==> config.mk <==
export PLATFORM = sky130hd
export DESIGN_NAME = pll_ps_ctrl
export DESIGN_NICKNAME = d
export VERILOG_FILES = /design/src/rtl/pll_ps_ctrl.sv
export SDC_FILE = /design/constraint.sdc
export NUM_CORES = 1
export LEC_CHECK = 0
export ABC_AREA = 0
export CAP_MARGIN = 20
export CORE_ASPECT_RATIO = 1.5
export CORE_MARGIN = 2
export CORE_UTILIZATION = 40
export DETAILED_ROUTE_END_ITERATION = 7
export GPL_TIMING_DRIVEN = 0
export HOLD_SLACK_MARGIN = 0.05
export SYNTH_ARGS = -nofsm -noshare
export SYNTH_HDL_FRONTEND = slang
export SYNTH_SLANG_ARGS = --single-unit
==> constraint.sdc <==
create_clock -name clk -period 3.4 [get_ports clk]
set_input_delay 0.51 -clock clk [delete_from_list [all_inputs] [get_ports clk]]
set_output_delay 0.51 -clock clk [all_outputs]
set_load 0.01 [all_outputs]
==> src/rtl/pll_ps_ctrl.sv <==
// -----------------------------------------------------------------------------
// pll_ps_ctrl
//   Sequencer for the PLL dynamic control pins. It brings the PLL out of reset,
//   qualifies lock, recovers from lock loss, and turns single phase-shift
//   requests into spaced PSPULSE trains. It also tracks a per-output phase
//   position.
//
// Ports
//   clk          reference clock (same as PLL clkin)
//   rst          asynchronous active-high reset
//   pll_lock     raw PLL LOCK, asynchronous to clk
//   pll_reset    PLL RESET
//   pll_pssel    PLL PSSEL (target output of the current train)
//   pll_psdir    PLL PSDIR (1 = advance)
//   pll_pspulse  PLL PSPULSE
//   req_valid    phase-shift request; held by requester until accepted
//   req_ready    high only while idle and locked; accept = valid & ready
//   req_sel      target output
//   req_dir      1 = advance (+1 per step), 0 = retard (-1 per step)
//   req_steps    number of pulses, 0..255
//   done         one-clock completion pulse (also for error/abort)
//   err          one-clock pulse with done: bad sel or lock-loss abort
//   locked       qualified lock
//   relock_cnt   lock-loss recoveries since rst, saturating
//   phase_pos    per-output phase position, output i at slice i
//
// All PLL-facing and status outputs are registered from the current state,
// so they appear one clock after the state that produces them. The lock-loss
// path overrides them on the same edge that leaves for PLL_RST.
// -----------------------------------------------------------------------------
module pll_ps_ctrl #(
  parameter int N_OUT        = 4,
  parameter int POS_MOD      = 64,
  parameter int RST_CYCLES   = 32,
  parameter int LOCK_FILT    = 16,
  parameter int LOCK_TIMEOUT = 4096,
  parameter int SETUP_CYC    = 2,
  parameter int PULSE_HI     = 4,
  parameter int PULSE_GAP    = 4
) (
  input  logic                             clk,
  input  logic                             rst,
  input  logic                             pll_lock,
  output logic                             pll_reset,
  output logic [2:0]                       pll_pssel,
  output logic                             pll_psdir,
  output logic                             pll_pspulse,
  input  logic                             req_valid,
  output logic                             req_ready,
  input  logic [2:0]                       req_sel,
  input  logic                             req_dir,
  input  logic [7:0]                       req_steps,
  output logic                             done,
  output logic                             err,
  output logic                             locked,
  output logic [7:0]                       relock_cnt,
  output logic [N_OUT*$clog2(POS_MOD)-1:0] phase_pos
);

  localparam int PW   = $clog2(POS_MOD);
  localparam int M1   = (RST_CYCLES > LOCK_TIMEOUT) ? RST_CYCLES : LOCK_TIMEOUT;
  localparam int M2   = (SETUP_CYC > PULSE_HI) ? SETUP_CYC : PULSE_HI;
  localparam int M3   = (M2 > PULSE_GAP) ? M2 : PULSE_GAP;
  localparam int M4   = (M1 > M3) ? M1 : M3;
  localparam int CMAX = (M4 > LOCK_FILT) ? M4 : LOCK_FILT;
  localparam int CW   = $clog2(CMAX) + 1;

  typedef enum logic [2:0] {
    S_PLL_RST,
    S_WAIT_LOCK,
    S_IDLE,
    S_SETUP,
    S_PULSE_H,
    S_PULSE_L,
    S_DONE
  } state_t;

  // Lock synchroniser
  logic lock_meta_reg, lock_s_reg;

  state_t        state_reg, state_next;
  logic [CW-1:0] cnt_reg, cnt_next;     // per-state dwell / lock timeout
  logic [CW-1:0] filt_reg, filt_next;   // consecutive lock_s clocks
  logic [2:0]    sel_reg, sel_next;
  logic          dir_reg, dir_next;
  logic [7:0]    rem_reg, rem_next;     // pulses still to issue
  logic          bad_reg, bad_next;     // latched sel >= N_OUT
  logic          deg_reg, deg_next;     // request completes without a train

  logic          pll_reset_reg, pll_reset_next;
  logic [2:0]    pssel_reg, pssel_next;
  logic          psdir_reg, psdir_next;
  logic          pspulse_reg, pspulse_next;
  logic          done_reg, done_next;
  logic          err_reg, err_next;
  logic          locked_reg, locked_next;
  logic [7:0]    relock_reg, relock_next;

  logic          lock_loss, in_flight, accept;
  logic          pos_step, pos_clear;

  assign req_ready = (state_reg == S_IDLE) && lock_s_reg;
  assign accept    = req_valid && req_ready;
  assign in_flight = state_reg inside {S_SETUP, S_PULSE_H, S_PULSE_L, S_DONE};
  assign lock_loss = !lock_s_reg &&
                     (state_reg inside {S_IDLE, S_SETUP, S_PULSE_H, S_PULSE_L, S_DONE});

  always_ff @(posedge clk or posedge rst) begin
    if (rst) begin
      lock_meta_reg <= 1'b0;
      lock_s_reg    <= 1'b0;
      state_reg     <= S_PLL_RST;
      cnt_reg       <= '0;
      filt_reg      <= '0;
      sel_reg       <= '0;
      dir_reg       <= 1'b0;
      rem_reg       <= '0;
      bad_reg       <= 1'b0;
      deg_reg       <= 1'b0;
      pll_reset_reg <= 1'b1;
      pssel_reg     <= '0;
      psdir_reg     <= 1'b0;
      pspulse_reg   <= 1'b0;
      done_reg      <= 1'b0;
      err_reg       <= 1'b0;
      locked_reg    <= 1'b0;
      relock_reg    <= '0;
    end else begin
      lock_meta_reg <= pll_lock;
      lock_s_reg    <= lock_meta_reg;
      state_reg     <= state_next;
      cnt_reg       <= cnt_next;
      filt_reg      <= filt_next;
      sel_reg       <= sel_next;
      dir_reg       <= dir_next;
      rem_reg       <= rem_next;
      bad_reg       <= bad_next;
      deg_reg       <= deg_next;
      pll_reset_reg <= pll_reset_next;
      pssel_reg     <= pssel_next;
      psdir_reg     <= psdir_next;
      pspulse_reg   <= pspulse_next;
      done_reg      <= done_next;
      err_reg       <= err_next;
      locked_reg    <= locked_next;
      relock_reg    <= relock_next;
    end
  end

  always_comb begin
    state_next  = state_reg;
    cnt_next    = cnt_reg;
    filt_next   = filt_reg;
    sel_next    = sel_reg;
    dir_next    = dir_reg;
    rem_next    = rem_reg;
    bad_next    = bad_reg;
    deg_next    = deg_reg;
    locked_next = locked_reg;
    relock_next = relock_reg;
    pos_step    = 1'b0;
    pos_clear   = 1'b0;

    case (state_reg)
      S_PLL_RST: begin
        if (cnt_reg == CW'(RST_CYCLES - 1)) begin
          state_next = S_WAIT_LOCK;
          cnt_next   = '0;
          filt_next  = '0;
        end else begin
          cnt_next = cnt_reg + 1'b1;
        end
      end
      S_WAIT_LOCK: begin
        // Qualification wins over a timeout landing on the same clock.
        if (lock_s_reg && (filt_reg == CW'(LOCK_FILT - 1))) begin
          state_next  = S_IDLE;
          locked_next = 1'b1;
        end else if (cnt_reg == CW'(LOCK_TIMEOUT - 1)) begin
          state_next = S_PLL_RST;
          cnt_next   = '0;
        end else begin
          cnt_next  = cnt_reg + 1'b1;
          filt_next = lock_s_reg ? filt_reg + 1'b1 : '0;
        end
      end
      S_IDLE: begin
        if (accept) begin
          sel_next = req_sel;
          dir_next = req_dir;
          rem_next = req_steps;
          bad_next = (int'(req_sel) >= N_OUT);
          deg_next = (int'(req_sel) >= N_OUT) || (req_steps == 8'd0);
          cnt_next = '0;
          if ((int'(req_sel) >= N_OUT) || (req_steps == 8'd0))
            state_next = S_DONE;
          else
            state_next = S_SETUP;
        end
      end
      S_SETUP: begin
        if (cnt_reg == CW'(SETUP_CYC - 1)) begin
          state_next = S_PULSE_H;
          cnt_next   = '0;
        end else begin
          cnt_next = cnt_reg + 1'b1;
        end
      end
      S_PULSE_H: begin
        if (cnt_reg == CW'(PULSE_HI - 1)) begin
          state_next = S_PULSE_L;
          cnt_next   = '0;
          pos_step   = 1'b1;
        end else begin
          cnt_next = cnt_reg + 1'b1;
        end
      end
      S_PULSE_L: begin
        if (cnt_reg == CW'(PULSE_GAP - 1)) begin
          cnt_next = '0;
          if (rem_reg == 8'd1) begin
            state_next = S_DONE;
          end else begin
            rem_next   = rem_reg - 8'd1;
            state_next = S_PULSE_H;
          end
        end else begin
          cnt_next = cnt_reg + 1'b1;
        end
      end
      S_DONE: begin
        state_next = S_IDLE;
      end
      default: begin
        state_next = S_PLL_RST;
        cnt_next   = '0;
      end
    endcase

    // Lock loss preempts everything; a pulse cut short never updates position.
    if (lock_loss) begin
      state_next  = S_PLL_RST;
      cnt_next    = '0;
      locked_next = 1'b0;
      relock_next = (relock_reg == 8'hFF) ? relock_reg : relock_reg + 8'd1;
      pos_step    = 1'b0;
      pos_clear   = 1'b1;
    end
  end

  // Registered output decode from the current state.
  always_comb begin
    pll_reset_next = (state_reg == S_PLL_RST);
    pspulse_next   = (state_reg == S_PULSE_H) && !lock_loss;
    pssel_next     = '0;
    psdir_next     = 1'b0;
    case (state_reg)
      S_SETUP, S_PULSE_H, S_PULSE_L: begin
        pssel_next = sel_reg;
        psdir_next = dir_reg;
      end
      S_DONE: begin
        // Hold through the done pulse; degenerate requests never drive the pins.
        pssel_next = deg_reg ? 3'd0 : sel_reg;
        psdir_next = deg_reg ? 1'b0 : dir_reg;
      end
      default: ;
    endcase
    if (lock_loss) begin
      pssel_next = '0;
      psdir_next = 1'b0;
    end
    done_next = (state_reg == S_DONE) || (lock_loss && in_flight);
    err_next  = ((state_reg == S_DONE) && bad_reg) || (lock_loss && in_flight);
  end

  genvar gi;
  generate
    for (gi = 0; gi < N_OUT; gi++) begin : g_pos
      logic [PW-1:0] pos_reg;
      always_ff @(posedge clk or posedge rst) begin
        if (rst)
          pos_reg <= '0;
        else if (pos_clear)
          pos_reg <= '0;
        else if (pos_step && (sel_reg == 3'(gi)))
          pos_reg <= dir_reg ? pos_reg + 1'b1 : pos_reg - 1'b1;  // wraps mod POS_MOD
      end
      assign phase_pos[gi*PW +: PW] = pos_reg;
    end
  endgenerate

  assign pll_reset   = pll_reset_reg;
  assign pll_pssel   = pssel_reg;
  assign pll_psdir   = psdir_reg;
  assign pll_pspulse = pspulse_reg;
  assign done        = done_reg;
  assign err         = err_reg;
  assign locked      = locked_reg;
  assign relock_cnt  = relock_reg;

endmodule

# After elaboration in Yosys (flattened, before gate mapping)
# Cells that the tools add are included.
# classes
addsub	12
mul	0
div_mod_pow	0
order_cmp	1
n_eq_ne	30
shift	0
muxes	53
n_bitwise	1
n_reduce_logical	38
# op_table
cell	count
2-to-1 mux 13 bit	11
case mux 13 bit (6 select lines)	1
2-to-1 mux 6 bit	12
2-to-1 mux 3 bit	11
adder 13 x 1 -> 13 bit, second input constant	2
case mux 13 bit (2 select lines)	1
adder 6 x 1 -> 6 bit, second input constant	4
2-to-1 mux 8 bit	3
subtractor 6 x 1 -> 6 bit, second input constant	4
case mux 3 bit (7 select lines)	1
case mux 8 bit (2 select lines)	1
nonzero test 2 bit	8
== test 13 x 1 -> 1 bit, second input constant	1
== test 13 x 12 -> 1 bit, second input constant	1
== test 13 x 2 -> 1 bit, second input constant	1
== test 13 x 4 -> 1 bit, second input constant	1
== test 13 x 5 -> 1 bit, second input constant	1
== test 3 x 2 -> 1 bit, second input constant	4
logical AND 1 bit	11
!= test 2 bit, second input constant	5
== test 3 bit, second input constant	3
2-to-1 mux 1 bit	9
!= test 3 x 2 -> 1 bit, second input constant	3
adder 8 x 1 -> 8 bit, second input constant	1
other kinds (25)	35
# totals
regBits	86
latch_bits	0
ramBits	0
mem_bits_ro	0
input_bits	16
out_inout_bits	42
wordCells	157
n_memories	0

# Longest topological paths before layout
# Gate-level depths: netlist (run 1).
# depth
ltp_word	7
ltp_mapped	9
mapped_depth_nobuf	8

# Worst setup path before layout (run 1)
# OpenSTA, ideal clock, no wires.
# synth_timing
path_type	reg2reg
start	register cnt_reg[9]
end	register cnt_reg[10]
setup_ns	0.126
arrival_ns	2.389
t_required_ns	3.274
path_slack_ns	0.885
stages_incl_launch_ff	7
path_buffers	0
synth_period_minus_slack_ns	2.515
path_cell_list	dfrtp_1 -> or4_1 -> or4_4 -> a221oi_4 -> a21o_4 -> nor4_1 -> a311o_1
# synth_via
elab_chain_len	5
elab_cells_between_ends	12
classes_between	add/sub: 1; eq/ne: 4; mux: 7
# synth_lines
item	line	source
start: declaration	82	logic [CW-1:0] cnt_reg, cnt_next;
start signal: assignment	132	cnt_reg <= cnt_next;
adder 13 x 1 -> 13 bit or == test 13 x 12 -> 1 bit (tied branches)	-	
2-to-1 mux 13 bit	179	end else if (cnt_reg == CW'(LOCK_TIMEOUT - 1)) begin
2-to-1 mux 13 bit	176	if (lock_s_reg && (filt_reg == CW'(LOCK_FILT - 1))) begin
case mux 13 bit (6 select lines) *	164	case (state_reg)
2-to-1 mux 13 bit *	241	if (lock_loss) begin
# Mark *: on every way between the ends. The rest lies on a longest branch, timed or not. The select of a mux whose other input is x is not followed.
# A chain may end at the register's enable or synchronous reset.

# Worst setup path in the final report (run 1)
# layout_timing
start	register dir_reg
end	register g_pos[1].pos_reg[5]
# layout_via
elab_chain_len	3
# layout_lines
item	line	source
start: declaration	85	logic dir_reg, dir_next;
start signal: assignment	135	dir_reg <= dir_next;
2-to-1 mux 6 bit	287	pos_reg <= dir_reg ? pos_reg + 1'b1 : pos_reg - 1'b1;
2-to-1 mux 6 bit	286	else if (pos_step && (sel_reg == 3'(gi)))
2-to-1 mux 6 bit	284	else if (pos_clear)
end signal: assignment	287	
end: declaration	280	logic [PW-1:0] pos_reg;
# No other way between the ends. The select of a mux whose other input is x is not followed.

==> results of run 1 <==
## synth_stat cells (8+ instances only)
cell type  count
ha_1          22
a21oi_1       31
o21ai_0       46
clkbuf_1      19
nand2b_1      10
nor2_1        48
a21o_1        15
nand3_1       14
inv_1         21
nor4_1        11
and3_1         8
dfrtp_1       85
nand2_1       33
o31ai_1        9
xnor2_1       21
and2_1         9
nand4_1       12
mux2_2        10
mux2i_1       10
nor3_1         8
## power breakdown
| group | total, mW | switching, mW | internal (mW) |
|---|---|---|---|
| sequential | 1.05 | 0.0110 | 1.03 |
| clock | 1.12 | 0.408 | 0.716 |
| combinational | 0.109 | 0.0654 | 0.0436 |
| total | 2.28 | 0.485 | 1.79 |
## final cells by class
cell class                      instances  area [sq um]
Buffer                                 20          75.1
Clock buffer                           10           229
Clock inverter                          6           110
Fill cell                            1168          6210
Inverter                               21          81.3
Multi-Input combinational cell        406          2740
Sequential cell                        86          2150
Tap cell                              156           195
Timing Repair Buffer                   59           596
## through the flow
| step | hold WS, ps | total power, mW | area [sq um] | TNS, ps |
|---|---|---|---|---|
| final | 386 | 2.28 | 6170 | 0 |
| after global placement | 391 | 1.17 | 5810 | -65470 |
| after detailed placement | 393 | 1.18 | 5840 | 0 |
| after CTS | 408 | 2.30 | 6170 | 0 |
| after global routing | 400 | 2.37 | 6170 | 0 |
| after floorplan | 331 | 1.13 | 5040 | 0 |
## cells in the final DEF (no fill, tap or decap), drive strengths merged, types with 9 or more instances in the layout
cell and n:
dfrtp 85, clkdlybuf4s50 57, nor2 48, o21ai 47
nand2 33, a21oi 31, clkbuf 29, ha 22
xnor2 21, inv 21, a21o 16, nand3 14
nand4 12, nor4 12, nand2b 10, mux2i 10
mux2 10, and2 9, o31ai 9
## worst min path at each step
| stage | slack, ps | cells after the start | end |
|---|---|---|---|
| floorplan | 330 | 0 | lock_s_reg$_DFF_PP0_ |
| global placement | 390 | 0 | lock_s_reg$_DFF_PP0_ |
| detailed placement | 390 | 0 | lock_s_reg$_DFF_PP0_ |
| CTS | 410 | 0 | lock_s_reg$_DFF_PP0_ |
| global route | 400 | 0 | lock_s_reg$_DFF_PP0_ |
| finish | 390 | 0 | lock_s_reg$_DFF_PP0_ |
## kinds of logic (layout without fill, tap and decap cells)
logic type | after synthesis | in the layout | synth area share, %
buffers and inverters | 41 | 116 | 3.05
flip-flops | 86 | 86 | 42.7
AND/OR/NAND/NOR | 189 | 189 | 20.0
adder cells (fa/ha/maj) | 26 | 26 | 7.05
AO/OA/AOI/OAI | 145 | 145 | 18.5
multiplexers | 20 | 20 | 4.22
XOR/XNOR | 26 | 26 | 4.52
## per-layer routing
metal | GRT usage [%] | up-vias
met4 | 7.82 | 0
met2 | 34.5 | 80
met5 | 0 | -
met1 | 22.5 | 2122
met3 | 3.98 | 17
li1 | - | 2082
==> flow_summary.json, run 1 <==
{
  "fin_crit_ps": 3070,
  "finalClockSkew_ps": 5.59,
  "worstPathArrival_ps": 3340,
  "path_delay_family": "buffers and inverters",
  "grt_overflow": 0,
  "wl_microns": 12300,
  "p_per_area_nw_per_um2": 369,
  "worstPathRequired_ps": 3670,
  "finalSetupViolations": 0,
  "worstSetupEndpointType": "register",
  "gp_congestion": 0.846,
  "core_sq_um": 12400,
  "clk_pin_slew_ps": 60,
  "cts_setup_buffers": 0,
  "ctsLongestPathBuffers": 2,
  "cts_buffers": 9,
  "worstSetupEndpoint": "g_pos[1].pos_reg[5]$_DFFE_PP0P_",
  "port_buffers": 57,
  "grt_max_degree": 45,
  "clk-insertion-delay-late_ps": 350,
  "cpMostUsedCell": "a21oi_1",
  "wl_per_cell_microns": 16.1,
  "met2_length_microns": 6510,
  "setup.worst_path.class": "reg -> reg",
  "synthCells": 533,
  "fmax_ghz": 0.326,
  "synth_edf_count": 0,
  "synth_area_sq_um": 5040,
  "cp_slowest_stage_delay_ps": 530,
  "rsz0062_at_grt": "false",
  "highest_layer": "met4",
  "num_antenna_cells": 0,
  "hpwl_microns": 9210,
  "timing.critical_path.buf_inv": 2,
  "hold_class": "reg -> reg",
  "maxCapViolCount": 0,
  "drc": 0,
  "status": "finished, final reports clean",
  "synth_flop_cell": "dfrtp_1",
  "grt_usage_pct": 19.5,
  "synth_cell_types": 55,
  "synth_top_cell_area_share_pct": 42.2,
  "regToRegStartpoint": "dir_reg$_DFFE_PP0P_",
  "final_util_pct": 49.8,
  "ys_seq_area_share_pct": 42.7,
  "nNetsFinal": 645,
  "worst_slack_ps": 330,
  "route.met3.wl_microns": 339,
  "place_ws_ps": 329,
  "avgSynthCellArea_sq_um": 9.46,
  "die_x_microns": 95.7,
  "drive_gt1_share_pct": 6.09,
  "syn2layout_area_growth_pct": 22.5,
  "io_pins": 58,
  "crit_chain": "clkbuf_1 > inv_1 > ha_1 > a211oi_1 > o21bai_1 > a21oi_1 > xnor2_1 > or4_1 > a21oi_1",
  "crit_cells": 9,
  "ys_seq_elements": 86,
  "timing.rr.end": "g_pos[1].pos_reg[5]$_DFFE_PP0P_",
  "crit_start": "dir_reg$_DFFE_PP0P_",
  "leakage_nw": 2.68,
  "htree_levels": 3,
  "die_h_microns": 142,
  "path_max_fanout": 17,
  "synth_fp_nets": 575,
  "yosysTopAreaCell": "dfrtp_1",
  "postCtsHoldBufs": 0,
  "instances_no_fill": 764,
  "antenna_found_initial": 0,
  "clock-root-buffer": "clkbuf_16",
  "rows": 50,
  "hold_viol": 0,
  "avgViaCountPerCell": 5.63,
  "yosys_warnings": 0,
  "start_util_pct": 40.7,
  "drt-initial-drc-count": 262,
  "relSlewSlack_pct": 35.4,
  "cts_tree": "built",
  "largest_reg_flops": 24,
  "synth_area_leaders": "dfrtp_1 (42%), ha_1 (5.5%), o21ai_0 (4.6%)",
  "ir_drop_mv": 0.224,
  "min-delay-start": "lock_meta_reg$_DFF_PP0_",
  "die_area_sq_um": 13500,
  "met1_length_microns": 5160,
  "antenna_left": 0,
  "clock_sinks": 86,
  "crit_path_top_delay_cell": "dfrtp_1",
  "drt_first_pass_iters": 4,
  "grt_pass1_wl_microns": 20800,
  "ff2ff_path_depth": 9,
  "tightest_slew_ps": 962,
  "grt_pass1_vias": 4393,
  "finalMaxSlewViolations": 0,
  "cts-resized-gates": 0,
  "finalCritPeriodShare_pct": 90.3,
  "ff2ff_setup_slack_ps": 330,
  "place_inst": 748,
  "start_kind": "register",
  "vias": 4301,
  "async_flop_share_pct": 100
}
Power figures use the tool's default switching activity.
==> run 2: changes to the inputs <==
Settings changed: PLACE_DENSITY from default to 0.67.
==> run 2 against run 1 <==
Against the previous run: clock power is essentially flat; fmax shrank 0.99%; sequential power is essentially flat; global-route usage shrank 0.15 points; critical path type unchanged; highest routed layer unchanged.
==> flow_summary.json, run 2 (same netlist as run 1, synthesis figures left out) <==
{
  "fin_area_sq_um": 6190,
  "worstSetupEndpointType": "register",
  "final_common_cell": "dfrtp_1",
  "placed_cell_area_sq_um": 5860,
  "leakage_nw": 2.69,
  "num_antenna_cells": 0,
  "worstPathArrival_ps": 3360,
  "postCtsHoldBufs": 0,
  "setup_tns_ps": 0,
  "p_per_area_nw_per_um2": 363,
  "die_h_microns": 142,
  "maxCapViolCount": 0,
  "rows": 50,
  "finalClockSkew_ps": 9.45,
  "finalMaxSlewViolations": 0,
  "syn2layout_area_growth_pct": 22.7,
  "gp_congestion": 0.911,
  "cts_setup_buffers": 0,
  "rsz0062_at_grt": "false",
  "hpwl_microns": 9220,
  "place_ws_ps": 345,
  "power_mw": 2.24,
  "fin_crit_ps": 3100,
  "drive_gt1_share_pct": 6.40,
  "instances_no_fill": 765,
  "wl_per_cell_microns": 16.2,
  "setup.worst_path.class": "reg -> reg",
  "vias": 4310,
  "hold_viol": 0,
  "cts-resized-gates": 0,
  "grt_pass1_wl_microns": 20800,
  "cts_buffers": 9,
  "antenna_found_initial": 0,
  "place_inst": 749,
  "start_util_pct": 40.7,
  "avgViaCountPerCell": 5.63,
  "clock_sinks": 86,
  "die_x_microns": 95.7,
  "final_cell_mix": "dfrtp_1 (85), clkdlybuf4s50_1 (57), nor2_1 (48)",
  "relSlewSlack_pct": 49.0,
  "grt_pass1_vias": 4363,
  "clk-insertion-delay-late_ps": 340,
  "io_pins": 58,
  "antenna_left": 0,
  "htree_levels": 3,
  "drc": 0,
  "worstPathRequired_ps": 3660,
  "die_area_sq_um": 13500,
  "grt_max_degree": 48,
  "largest_reg_flops": 24,
  "finalCritPeriodShare_pct": 91.2,
  "worst_slack_ps": 300,
  "tightest_slew_ps": 758,
  "n_fill_cell": 1127,
  "ir_drop_mv": 0.250,
  "status": "finished, final reports clean",
  "drt_first_pass_iters": 4,
  "grt_overflow": 0,
  "nNetsFinal": 646,
  "start_kind": "register",
  "port_buffers": 57,
  "clock-root-buffer": "clkbuf_16",
  "finalSetupViolations": 0,
  "clk_pin_slew_ps": 70,
  "drt-initial-drc-count": 230,
  "ctsLongestPathBuffers": 2,
  "cts_tree": "built",
  "core_sq_um": 12400,
  "hold_class": "reg -> reg",
  "wl_microns": 12400,
  "grt_usage_pct": 19.4,
  "fmax_ghz": 0.323,
  "path_max_fanout": 17
}
## run 2: cell count changes in the layout (fill, tap and decap cells not counted), sizes merged
cell,delta
buf,+1
bufinv,-1
clkbuf,-1
clkinv,-1
inv,+3
## run 2: area by class of cell
| cell class | instances | area (sq um) | share of cell area (%) |
|---|---|---|---|
| multi-input combinational | 406 | 2740 | 44.2 |
| clock inverter | 7 | 104 | 1.68 |
| buffer | 20 | 75.1 | 1.21 |
| tap | 156 | 195 | 3.16 |
| timing repair buffer | 60 | 617 | 9.97 |
| clock buffer | 9 | 225 | 3.64 |
| inverter | 21 | 81.3 | 1.31 |
| sequential | 86 | 2150 | 34.8 |
## run 2: final timing paths
path	startpoint	endpoint	slack, ps	cells after the start
hold / removal	lock_meta_reg$_DFF_PP0_	lock_s_reg$_DFF_PP0_	350	0
min in group asynchronous	rst	cnt_reg[7]$_DFFE_PP0P_	570	2
setup reg to reg	dir_reg$_DFFE_PP0P_	g_pos[1].pos_reg[5]$_DFFE_PP0P_	300	9
hold reg to reg	lock_meta_reg$_DFF_PP0_	lock_s_reg$_DFF_PP0_	350	0
setup / recovery	dir_reg$_DFFE_PP0P_	g_pos[1].pos_reg[5]$_DFFE_PP0P_	300	9
max in group asynchronous	rst	g_pos[3].pos_reg[2]$_DFFE_PP0P_	2230	3
## run 2: critical path, stage by stage (launching register included)
cell      delay [ps]
dfrtp_1          530
clkbuf_1         370
inv_1            430
ha_1             430
a211oi_1         290
o21bai_1         110
a21oi_1          190
xnor2_1          100
or4_1            410
a21oi_1          150
## run 2: through the flow
stage | utilization [%] | hold WS, ps
global placement | 46.9 | 340
global route | 49.9 | 371
detailed placement | 47.3 | 346
CTS | 49.9 | 361
finish | 49.9 | 354
floorplan | - | 331
## run 2: per-layer routing
layer	vias up	share of wire (%)	track usage (%)
met4	0	2.0	6.54
met1	2102	41	23.1
met3	18	3.0	3.45
met5	-	0	0
met2	92	54	34.4
li1	2098	-	-
## run 2: where the power goes
group	internal, mW	leakage [nW]	total, mW	switching, mW
registers	1.03	1.17	1.05	0.0110
clock network	0.654	0.155	1.09	0.436
logic	0.0444	1.37	0.109	0.0651
==> run 3: changes to the inputs <==
Settings changed: SKIP_CTS_REPAIR_TIMING from default to 1.
==> results of run 3 <==
The final DEF is identical to that of run 2; final timing and power are the same.
